$ cat src/rtl/fb_pkg.sv
// Shared framebuffer geometry, write-queue entry layout, scheduler states and pixel-to-word map.
package fb_pkg;

  localparam int unsigned GRID_W   = 64;
  localparam int unsigned GRID_H   = 48;
  localparam int unsigned SCR_W    = 640;
  localparam int unsigned SCR_H    = 480;
  localparam int unsigned FB_WORDS = GRID_W * GRID_H;
  localparam int unsigned RGB_W    = 24;
  localparam int unsigned ADDR_W   = 15;
  localparam int unsigned COORD_W  = 10;
  localparam int unsigned ENTRY_W  = ADDR_W + RGB_W;

  typedef struct packed {
    logic [ADDR_W-1:0] addr;
    logic [RGB_W-1:0]  data;
  } fb_wr_entry_t;

  typedef enum logic [1:0] {
    S_IDLE  = 2'd0,
    S_READ  = 2'd1,
    S_DRAIN = 2'd2
  } fb_state_e;

  // Divisors are elaboration constants, so this folds to fixed logic (no runtime divider).
  function automatic logic [ADDR_W-1:0] fb_map(input logic [COORD_W-1:0] px,
                                               input logic [COORD_W-1:0] py);
    logic [COORD_W-1:0] col;
    logic [COORD_W-1:0] row;
    col = px / COORD_W'(SCR_W / GRID_W);
    row = py / COORD_W'(SCR_H / GRID_H);
    return ADDR_W'(row) * ADDR_W'(GRID_W) + ADDR_W'(col);
  endfunction

endpackage

$ cat src/rtl/fb_port_scheduler_if.sv
// Sticker/tile writer request channel into the framebuffer port scheduler.
interface fb_port_scheduler_if;
  import fb_pkg::*;

  logic              wr_valid;
  logic              wr_ready;
  logic [ADDR_W-1:0] wr_addr;
  logic [RGB_W-1:0]  wr_data;

  modport master (
    output wr_valid,
    output wr_addr,
    output wr_data,
    input  wr_ready
  );

  modport slave (
    input  wr_valid,
    input  wr_addr,
    input  wr_data,
    output wr_ready
  );

endinterface

$ cat src/rtl/fb_wr_fifo.sv
// Synchronous FIFO with occupancy count; push is ignored when full, pop when empty.
module fb_wr_fifo #(
  parameter int unsigned DEPTH = 16,
  parameter int unsigned WIDTH = 39
) (
  input  logic                   clk,
  input  logic                   rst_n,
  input  logic                   push_i,
  input  logic                   pop_i,
  input  logic [WIDTH-1:0]       din_i,
  output logic [WIDTH-1:0]       dout_o,
  output logic [$clog2(DEPTH):0] count_o,
  output logic                   full_o,
  output logic                   empty_o
);

  localparam int unsigned AW = $clog2(DEPTH);
  localparam logic [AW:0] FULL_CNT = (AW+1)'(DEPTH);

  logic [WIDTH-1:0] store_q [DEPTH];
  logic [AW-1:0]    wr_ptr_q, wr_ptr_d;
  logic [AW-1:0]    rd_ptr_q, rd_ptr_d;
  logic [AW:0]      count_q, count_d;
  logic             do_push, do_pop;

  assign full_o  = (count_q == FULL_CNT);
  assign empty_o = (count_q == '0);
  assign count_o = count_q;
  assign dout_o  = store_q[rd_ptr_q];

  assign do_push = push_i && !full_o;
  assign do_pop  = pop_i && !empty_o;

  always_comb begin
    wr_ptr_d = wr_ptr_q;
    rd_ptr_d = rd_ptr_q;
    count_d  = count_q;
    if (do_push) wr_ptr_d = wr_ptr_q + AW'(1);
    if (do_pop)  rd_ptr_d = rd_ptr_q + AW'(1);
    case ({do_push, do_pop})
      2'b10:   count_d = count_q + (AW+1)'(1);
      2'b01:   count_d = count_q - (AW+1)'(1);
      default: count_d = count_q;
    endcase
  end

  always_ff @(posedge clk or negedge rst_n) begin
    if (!rst_n) begin
      wr_ptr_q <= '0;
      rd_ptr_q <= '0;
      count_q  <= '0;
    end else begin
      wr_ptr_q <= wr_ptr_d;
      rd_ptr_q <= rd_ptr_d;
      count_q  <= count_d;
    end
  end

  always_ff @(posedge clk) begin
    if (do_push) store_q[wr_ptr_q] <= din_i;
  end

endmodule

$ cat src/rtl/fb_port_scheduler.sv
// Shares the single-port framebuffer RAM between scan-out reads and queued tile writes.
// Define FB_TEAR_FREE_EN to restrict write draining to vertical blanking only.
module fb_port_scheduler
  import fb_pkg::*;
#(
  parameter int unsigned FIFO_DEPTH = 16
) (
  input  logic                        clk,
  input  logic                        rst,
  input  logic                        active_pixels,
  input  logic                        frame_done,
  input  logic [COORD_W-1:0]          x,
  input  logic [COORD_W-1:0]          y,
  fb_port_scheduler_if.slave          wr,
  output logic [ADDR_W-1:0]           mem_address,
  output logic [RGB_W-1:0]            mem_data,
  output logic                        mem_wren,
  input  logic [RGB_W-1:0]            mem_q,
  output logic [RGB_W-1:0]            pix_rgb,
  output logic                        pix_valid,
  output logic [$clog2(FIFO_DEPTH):0] queue_level
);

  fb_state_e         state_q, state_d;
  logic              ready_en_q;
  logic [1:0]        act_dly_q;
  logic [ADDR_W-1:0] addr_q, addr_d;
  logic [RGB_W-1:0]  data_q, data_d;
  logic              wren_q, wren_d;
  logic              blank_open;
  logic              push, pop;
  logic              fifo_full, fifo_empty;
  fb_wr_entry_t      head;
  fb_wr_entry_t      entry_in;

  assign entry_in    = '{addr: wr.wr_addr, data: wr.wr_data};
  assign wr.wr_ready = ready_en_q && !fifo_full;
  assign push        = wr.wr_valid && wr.wr_ready;

  fb_wr_fifo #(
    .DEPTH (FIFO_DEPTH),
    .WIDTH (ENTRY_W)
  ) u_fifo (
    .clk     (clk),
    .rst_n   (rst),
    .push_i  (push),
    .pop_i   (pop),
    .din_i   (entry_in),
    .dout_o  (head),
    .count_o (queue_level),
    .full_o  (fifo_full),
    .empty_o (fifo_empty)
  );

`ifdef FB_TEAR_FREE_EN
  logic vblank_q;

  always_ff @(posedge clk or negedge rst) begin
    if (!rst) begin
      vblank_q <= 1'b0;
    end else if (frame_done) begin
      vblank_q <= 1'b1;
    end else if (active_pixels && (y == '0)) begin
      vblank_q <= 1'b0;
    end
  end

  assign blank_open = vblank_q && !active_pixels;
`else
  logic unused_frame_done;
  assign unused_frame_done = frame_done;
  assign blank_open        = !active_pixels;
`endif

  // The RAM-side registers are loaded from state_d, so a popped entry shows up while state_q is DRAIN.
  always_comb begin
    state_d = state_q;
    pop     = 1'b0;
    wren_d  = 1'b0;
    addr_d  = addr_q;
    data_d  = data_q;

    case (state_q)
      S_READ: begin
        if (!active_pixels) state_d = (blank_open && !fifo_empty) ? S_DRAIN : S_IDLE;
      end
      S_DRAIN: begin
        if (active_pixels)                  state_d = S_READ;
        else if (!blank_open || fifo_empty) state_d = S_IDLE;
      end
      default: begin
        if (active_pixels)                   state_d = S_READ;
        else if (blank_open && !fifo_empty)  state_d = S_DRAIN;
      end
    endcase

    if (state_d == S_READ) begin
      if ((x < COORD_W'(SCR_W)) && (y < COORD_W'(SCR_H))) addr_d = fb_map(x, y);
    end else if (state_d == S_DRAIN) begin
      pop = 1'b1;
      if (head.addr < ADDR_W'(FB_WORDS)) begin
        wren_d = 1'b1;
        addr_d = head.addr;
        data_d = head.data;
      end
    end
  end

  always_ff @(posedge clk or negedge rst) begin
    if (!rst) begin
      state_q    <= S_IDLE;
      ready_en_q <= 1'b0;
      act_dly_q  <= '0;
      addr_q     <= '0;
      data_q     <= '0;
      wren_q     <= 1'b0;
    end else begin
      state_q    <= state_d;
      ready_en_q <= 1'b1;
      act_dly_q  <= {act_dly_q[0], active_pixels};
      addr_q     <= addr_d;
      data_q     <= data_d;
      wren_q     <= wren_d;
    end
  end

  assign mem_address = addr_q;
  assign mem_data    = data_q;
  assign mem_wren    = wren_q;
  assign pix_valid   = act_dly_q[1];
  assign pix_rgb     = pix_valid ? mem_q : '0;

endmodule

$ cat src/flat_wrapper.sv
// flat-port wrapper written by rule: the top's interface ports become plain ports
module fb_port_scheduler_flat import fb_pkg::*;
#(
  parameter int unsigned FIFO_DEPTH = 16
)
  (clk, rst, active_pixels, frame_done, x, y, mem_address, mem_data, mem_wren, mem_q, pix_rgb, pix_valid, queue_level, wr_wr_valid, wr_wr_addr, wr_wr_data, wr_wr_ready);
  fb_port_scheduler_if wr_i ();
  input  logic clk;
  input  logic rst;
  input  logic active_pixels;
  input  logic frame_done;
  input  logic [COORD_W-1:0] x;
  input  logic [COORD_W-1:0] y;
  output logic [ADDR_W-1:0] mem_address;
  output logic [RGB_W-1:0] mem_data;
  output logic mem_wren;
  input  logic [RGB_W-1:0] mem_q;
  output logic [RGB_W-1:0] pix_rgb;
  output logic pix_valid;
  output logic [$clog2(FIFO_DEPTH):0] queue_level;
  input wire logic [$bits(wr_i.wr_valid)-1:0] wr_wr_valid;
  input wire logic [$bits(wr_i.wr_addr)-1:0] wr_wr_addr;
  input wire logic [$bits(wr_i.wr_data)-1:0] wr_wr_data;
  output wire logic [$bits(wr_i.wr_ready)-1:0] wr_wr_ready;
  assign wr_i.wr_valid = wr_wr_valid;
  assign wr_i.wr_addr = wr_wr_addr;
  assign wr_i.wr_data = wr_wr_data;
  assign wr_wr_ready = wr_i.wr_ready;
  fb_port_scheduler #(.FIFO_DEPTH(FIFO_DEPTH)) u_core (.clk(clk), .rst(rst), .active_pixels(active_pixels), .frame_done(frame_done), .x(x), .y(y), .wr(wr_i), .mem_address(mem_address), .mem_data(mem_data), .mem_wren(mem_wren), .mem_q(mem_q), .pix_rgb(pix_rgb), .pix_valid(pix_valid), .queue_level(queue_level));
endmodule
$ cat config.mk
export PLATFORM = sky130hd
export DESIGN_NAME = fb_port_scheduler_flat
export DESIGN_NICKNAME = d
export VERILOG_FILES = /design/src/rtl/fb_pkg.sv /design/src/rtl/fb_port_scheduler_if.sv /design/src/rtl/fb_wr_fifo.sv /design/src/rtl/fb_port_scheduler.sv /design/src/flat_wrapper.sv
export SDC_FILE = /design/constraint.sdc
export NUM_CORES = 1
export LEC_CHECK = 0
export CAP_MARGIN = 20
export CORE_MARGIN = 2
export CORE_UTILIZATION = 35
export CTS_CLUSTER_DIAMETER = 40
export CTS_CLUSTER_SIZE = 16
export DETAILED_ROUTE_END_ITERATION = 10
export GPL_ROUTABILITY_DRIVEN = 0
export PLACE_DENSITY_LB_ADDON = 0.12
export SLEW_MARGIN = 20
export SYNTH_ARGS = -nofsm -noshare
export SYNTH_HDL_FRONTEND = slang
export SYNTH_HIERARCHICAL = 1
export SYNTH_SLANG_ARGS = --single-unit
$ cat constraint.sdc
create_clock -name clk -period 4.95 [get_ports clk]
set_clock_uncertainty 0.2 [all_clocks]
set_input_delay 0.7425 -clock clk [delete_from_list [all_inputs] [get_ports clk]]
set_output_delay 0.7425 -clock clk [all_outputs]
set_load 0.02 [all_outputs]
==> qor.yml, run 1 <==
cpPeakStageDelay_ps: 650
finalHoldViolations: 0
cp.arrival_ps: 4420
yosysMostFrequentCell: "edfxtp_1"
start_util_pct: 35.2
io_buffers: 155
p_sw_share_pct: 30.6
fin_crit_sh_pct: 82.0
power_density_nw_per_um2: 588
remaining_drc_errors: 0
final_area_um2: 35800
crit-reg2reg-launch: "u_core/u_fifo/rd_ptr_q[1]"
netlist_top_cells_area: "edfxtp_1 65%, mux4_2 5.8%, dfrtp_1 5.0%"
cpMostUsedCell: "buf_4"
reg2reg_depth: 13
endpoint_kind: "register"
yosys_register_bits: 682
worstPathRequired_ps: 5310
p_total_mw: 21.1
fp.dieArea_um2: 84600
grt_usage_pct: 16.7
yosysSeqAreaShare_pct: 70.1
setup_viol: 0
synth_cell_types: 89
min_from: "u_core/act_dly_q[0]"
crit_buf_inv: 3
path_depth: 13
synth_edf_count: 624
cts_tree: "built"
routed_via_density: 5.20
core.rowCount: 105
overflow: 0
start_kind: "register"
ir_drop_uv: 357
path_delay_family: "compound AO/OA/AOI/OAI gates"
fin_cells: 3089
fin_crit_ps: 4060
hold_class: "reg -> reg"
syn-num-nets: 1801
nets: 2025
combPwrFrac_pct: 26.4
ant_nets: 0
grt_max_degree: 104
final.setup.worst_slack_ps: 890
fmax_ghz: 0.246
synth_top_area_share_pct: 65.0
ios: 159
crit_path_cell_trace: "buf_4 > mux4_2 > a22oi_1 > nand2_1 > a2111oi_0 > buf_4 > nand2_1 > a21oi_2 > buf_4 > nor2_1 > a21oi_1 > o31ai_1 > a211oi_2"
first_pass_iters: 4
antenna_found_initial: 1
ys_warn_count: 6
dp.cells: 2873
htreeDepth: 3
pwr-share-seq_pct: 34.3
clock_sinks: 682
grt_pass1_wl_um: 106000
slew_headroom_pct: 42.0
hpwl_um: 40200
dpl_cell_area_um2: 31700
area_growth_pct: 24.4
crit_fanout: 33
synth_commonest_cells: "624 x edfxtp_1, 126 x mux2i_1, 100 x o21ai_0"
cts-root-buf: "clkbuf_16"
grt_pass1_vias: 16433
critPathSlowestCell: "dfrtp_4"
synthesis.instances: 1696
drtIter0Drc: 1033
clkSlewWorstSetupHoldPaths_ps: 50
p_clk_share_pct: 39.3
p_int_mw: 14.6
finalWirelength_um: 71100
r2r_setup_slack_ps: 890
synthesis.area_um2: 28800
worst_slew_pin_slew_ps: 869
clkLatencyLatePin_ps: 650
min_path_cells: 0
die_x_um: 291
p_leak_nw: 12.3
wl_per_cell_um: 23.0
yosysTopAreaCell: "edfxtp_1"
post-place-ws_ps: 339
cts_buffer_depth: 3
fp.dieH_um: 291
yosys_most_used_dff: "edfxtp_1"
drv_slew: 0
floorplan.core_area_um2: 81800
setup_tns_ps: 0
outcome: "completed"
synth-async-reset-ratio_pct: 8.50
cts_made_buffers: 114
dr_total_vias: 16048
cap_violations: 0
synth_area_per_cell_um2: 17.0
min_to: "u_core/act_dly_q[1]"
rsz0062_at_grt: "false"
drive_gt1_share_pct: 23.1
startpoint: "u_core/u_fifo/rd_ptr_q[1]"
r2r-end: "u_core/mem_address[9]"
critPathKind: "reg -> reg"
switchingPower_mw: 6.44
insertedDiodeCount: 0
-- worst reg2reg max path, stage by stage, from the launching register on --
cell	delay [ps]
dfrtp_4	650
buf_4	590
mux4_2	420
a22oi_1	200
nand2_1	190
a2111oi_0	560
buf_4	220
nand2_1	70
a21oi_2	120
buf_4	280
nor2_1	80
a21oi_1	120
o31ai_1	100
a211oi_2	190
-- metrics by stage --
stage | hold WS [ps] | util [%]
floorplan | 131 | -
global placement | 140 | 38.8
detailed placement | 142 | 38.8
CTS | 153 | 43.8
global route | 161 | 43.8
finish | 149 | 43.8
-- metal layers --
layer,vias to the layer above,wire length [um],global-route usage (%)
li1,7270,-,-
met1,8349,31800,22.4
met2,327,35300,28.2
met3,100,2650,2.86
met4,2,1270,3.94
met5,-,8,0
-- power by group through the flow --
| stage | Sequential [mW] | Combinational (mW) | Clock, mW |
|---|---|---|---|
| 6_report | 7.23 | 5.57 | 8.28 |
| 5_1_grt | 7.29 | 6.08 | 8.70 |
| 4_1_cts | 7.24 | 5.70 | 8.45 |
| 3_5_place_dp | 7.35 | 5.68 | 0 |
| 3_3_place_gp | 7.33 | 5.62 | 0 |
| 2_1_floorplan | 7.26 | 3.88 | 0 |
-- layout by cell type (no fill, tap or decap), types with 14 or more instances in the layout --
master	netlist	routed
edfxtp_1	624	624
clkdlybuf4s50_1	0	154
mux2i_1	126	126
clkbuf_16	0	118
o21ai_0	100	100
mux4_2	74	74
nand2_1	67	67
mux2_2	66	66
a21oi_1	63	62
buf_4	16	55
dfrtp_1	58	54
a22oi_1	40	40
nor2_1	48	36
and2_1	28	28
clkinv_2	0	27
inv_1	26	26
a221oi_2	22	22
a221oi_1	21	21
bufinv_16	0	20
nand2b_1	18	17
ha_1	16	16
clkinvlp_4	0	14
xnor2_1	14	14
-- sequential cells by signal (all words and copies together), names as in the netlist --
register and count:
u_core/u_fifo/store_q 624, u_core/mem_data 24, u_core/mem_address 15, u_core/u_fifo/count_o 5, u_core/u_fifo/rd_ptr_q 4, u_core/u_fifo/wr_ptr_q 4, u_core/act_dly_q 2, u_core/state_q 2
u_core/mem_wren 1, u_core/ready_en_q 1
-- logic make-up after synthesis --
| logic type | after synthesis | synth area share [%] |
|---|---|---|
| xor gates and xnor gates | 22 | 0.669 |
| muxes | 271 | 13.2 |
| adders and majority gates | 20 | 0.873 |
| buffers and inverters | 135 | 2.65 |
| DFF | 682 | 70.1 |
| AOI/OAI and AO/OA | 328 | 8.16 |
| other | 1 | 0.0130 |
| and+or+nand+nor | 237 | 4.36 |
-- worst max path at each step --
stage	slack, ps	endpoint
after floorplan	1000	u_core/u_fifo/store_q[15][0]
after global placement	350	u_core/mem_address[8]
after detailed placement	340	u_core/mem_address[8]
after CTS	760	u_core/mem_address[9]
after global routing	490	u_core/u_fifo/count_o[4]
final	890	u_core/mem_address[9]
-- cell type report --
type / instances / area (um^2)
well taps: 1070 / 1340
repair buffers: 216 / 2080
inverters: 27 / 101
clock buffers: 129 / 3000
fillers: 7187 / 46000
multi-input cells: 879 / 8000
flip-flops and latches: 682 / 20200
clock inverters: 86 / 1100
-- timing repair --
item,CTS,global route
hold endpoints to repair,28,0
hold buffers,1,0
setup buffers,0,0
gates resized for setup,0,0
Power figures use the tool's default switching activity.
==> run 2, diff against run 1 <==
==> constraint.sdc (replaced) <==
create_clock -name clk -period 3.95 [get_ports clk]
set_clock_uncertainty 0.2 [all_clocks]
set_input_delay 0.5925 -clock clk [delete_from_list [all_inputs] [get_ports clk]]
set_output_delay 0.5925 -clock clk [all_outputs]
set_load 0.02 [all_outputs]
==> run 2 against run 1 <==
Effect of this change: sequential power rose by 24%; sequential share of layout area fell by 0.37 points; core utilization rose by 0.29 points; critical path type unchanged.
==> qor.yml, run 2 (synthesis results as in run 1) <==
dp.cells: 2912
clkSlewWorstSetupHoldPaths_ps: 60
regMostFlops: "u_core/u_fifo/store_q"
remaining_drc_errors: 0
insertedDiodeCount: 0
die_x_um: 291
seqCellArea_um2: 20200
fin_cells: 3122
ant_nets: 0
finalWirelength_um: 71400
setup_tns_ps: 0
io_buffers: 155
final_area_um2: 36100
n_fill_cell: 7172
drtIter0Drc: 933
final_cell_mix: "624 x edfxtp_1, 154 x clkdlybuf4s50_1, 126 x mux2i_1, 113 x clkbuf_16, 100 x o21ai_0"
cp.arrival_ps: 4040
outcome: "completed"
fp.dieArea_um2: 84600
fp.dieH_um: 291
crit_fanout: 4
fin_crit_sh_pct: 94.0
p_leak_nw: 12.4
dr_total_vias: 16167
antenna_found_initial: 2
grt_pass1_wl_um: 107000
critPathKind: "reg -> reg"
clkLatencyLatePin_ps: 660
wl_per_cell_um: 22.9
area_growth_pct: 25.2
htreeDepth: 3
grt_pass1_vias: 16875
fin_crit_ps: 3710
cts-root-buf: "clkbuf_16"
cts_buffer_depth: 3
final.setup.worst_slack_ps: 239
routed_via_density: 5.18
slew_headroom_pct: 43.0
clock_sinks: 682
nets: 2061
ir_drop_uv: 485
p_total_mw: 26.2
worstPathRequired_ps: 4280
power_density_nw_per_um2: 726
floorplan.core_area_um2: 81800
grt_max_degree: 106
fmax_ghz: 0.269
largest_reg_flops: 624
start_util_pct: 35.2
worst_slew_pin_slew_ps: 856
cts_made_buffers: 111
finalHoldViolations: 0
r2r_setup_slack_ps: 240
endpoint_kind: "register"
multi_input_area_um2: 8040
first_pass_iters: 5
grt_usage_pct: 16.9
start_kind: "register"
cts_tree: "built"
final_common_cell: "edfxtp_1"
dpl_cell_area_um2: 32100
post_cts_buffers: 0
core.rowCount: 105
ios: 159
drv_slew: 0
overflow: 0
rsz0062_at_grt: "false"
drive_gt1_share_pct: 24.6
post-place-ws_ps: -127
hold_class: "reg -> reg"
cap_violations: 0
setup_viol: 0
hpwl_um: 41200
==> run 2: cell types whose count changed in the layout (fill, tap and decap cells not counted), moves of 3 or more <==
cell,previous run,this run
clkinv_2,27,10
clkinv_4,9,12
clkbuf_8,1,10
buf_4,55,90
clkbuf_16,118,113
buf_12,6,10
clkinv_1,3,6
bufinv_16,20,14
clkinv_8,3,6
clkinvlp_4,14,20
==> run 2: worst paths after layout <==
check,from,end,cells after the start
max in group asynchronous,rst,u_core/mem_data[21],3
min in group asynchronous,rst,u_core/mem_data[6],2
max reg2reg,u_core/u_fifo/count_o[1],u_core/u_fifo/count_o[4],15
min reg2reg,u_core/act_dly_q[0],u_core/act_dly_q[1],0
max,u_core/u_fifo/count_o[1],u_core/u_fifo/count_o[4],15
min,u_core/act_dly_q[0],u_core/act_dly_q[1],0
==> run 2: area by class of cell <==
class	instances	area share, %
Tap cell	1070	3.71
Multi-Input combinational cell	879	22.3
Inverter	27	0.281
Sequential cell	682	56.0
Clock inverter	78	2.67
Clock buffer	131	8.30
Timing Repair Buffer	255	6.73
==> run 2: per-stage QoR <==
step / util, % / hold WS, ps
3_3_place_gp: 39.2 / 134
4_1_cts: 44.0 / 151
3_5_place_dp: 39.2 / 137
6_report: 44.1 / 152
5_1_grt: 44.1 / 156
2_1_floorplan: - / 96.9
==> run 2: timing repair <==
action                                  CTS  global route
gates resized for setup                   1             8
pin swaps                                 0             1
hold endpoints to repair                 43             0
endpoints found under the setup margin    2             3
gates cloned                              0             0
hold buffers                              1             0
==> run 2: power breakdown <==
| part | switching (mW) | internal, mW |
|---|---|---|
| sequential | 0.451 | 8.51 |
| combinational | 4.10 | 3.17 |
| clock | 3.55 | 6.40 |
| total | 8.11 | 18.1 |
==> run 2: worst max-delay path, cell delays in order (launching register included) <==
cell	delay, ps
dfrtp_1	440
nor4_4	300
and2b_2	220
nand2b_1	130
o21ai_0	100
a221oi_2	300
ha_2	230
nor2b_2	210
ha_4	180
inv_1	70
fa_1	400
nor2b_1	110
o21ai_0	110
nand3_1	100
or3b_1	360
xnor2_1	130
==> run 2: layer usage <==
layer  vias to the layer above  global-route usage (%)  wire length [um]
met5                         -                       0                13
met2                       333                    28.2             34900
li1                       7353                       -                 -
met1                      8384                    22.9             32600
met4                         2                    4.66              1200
met3                        95                    2.60              2710
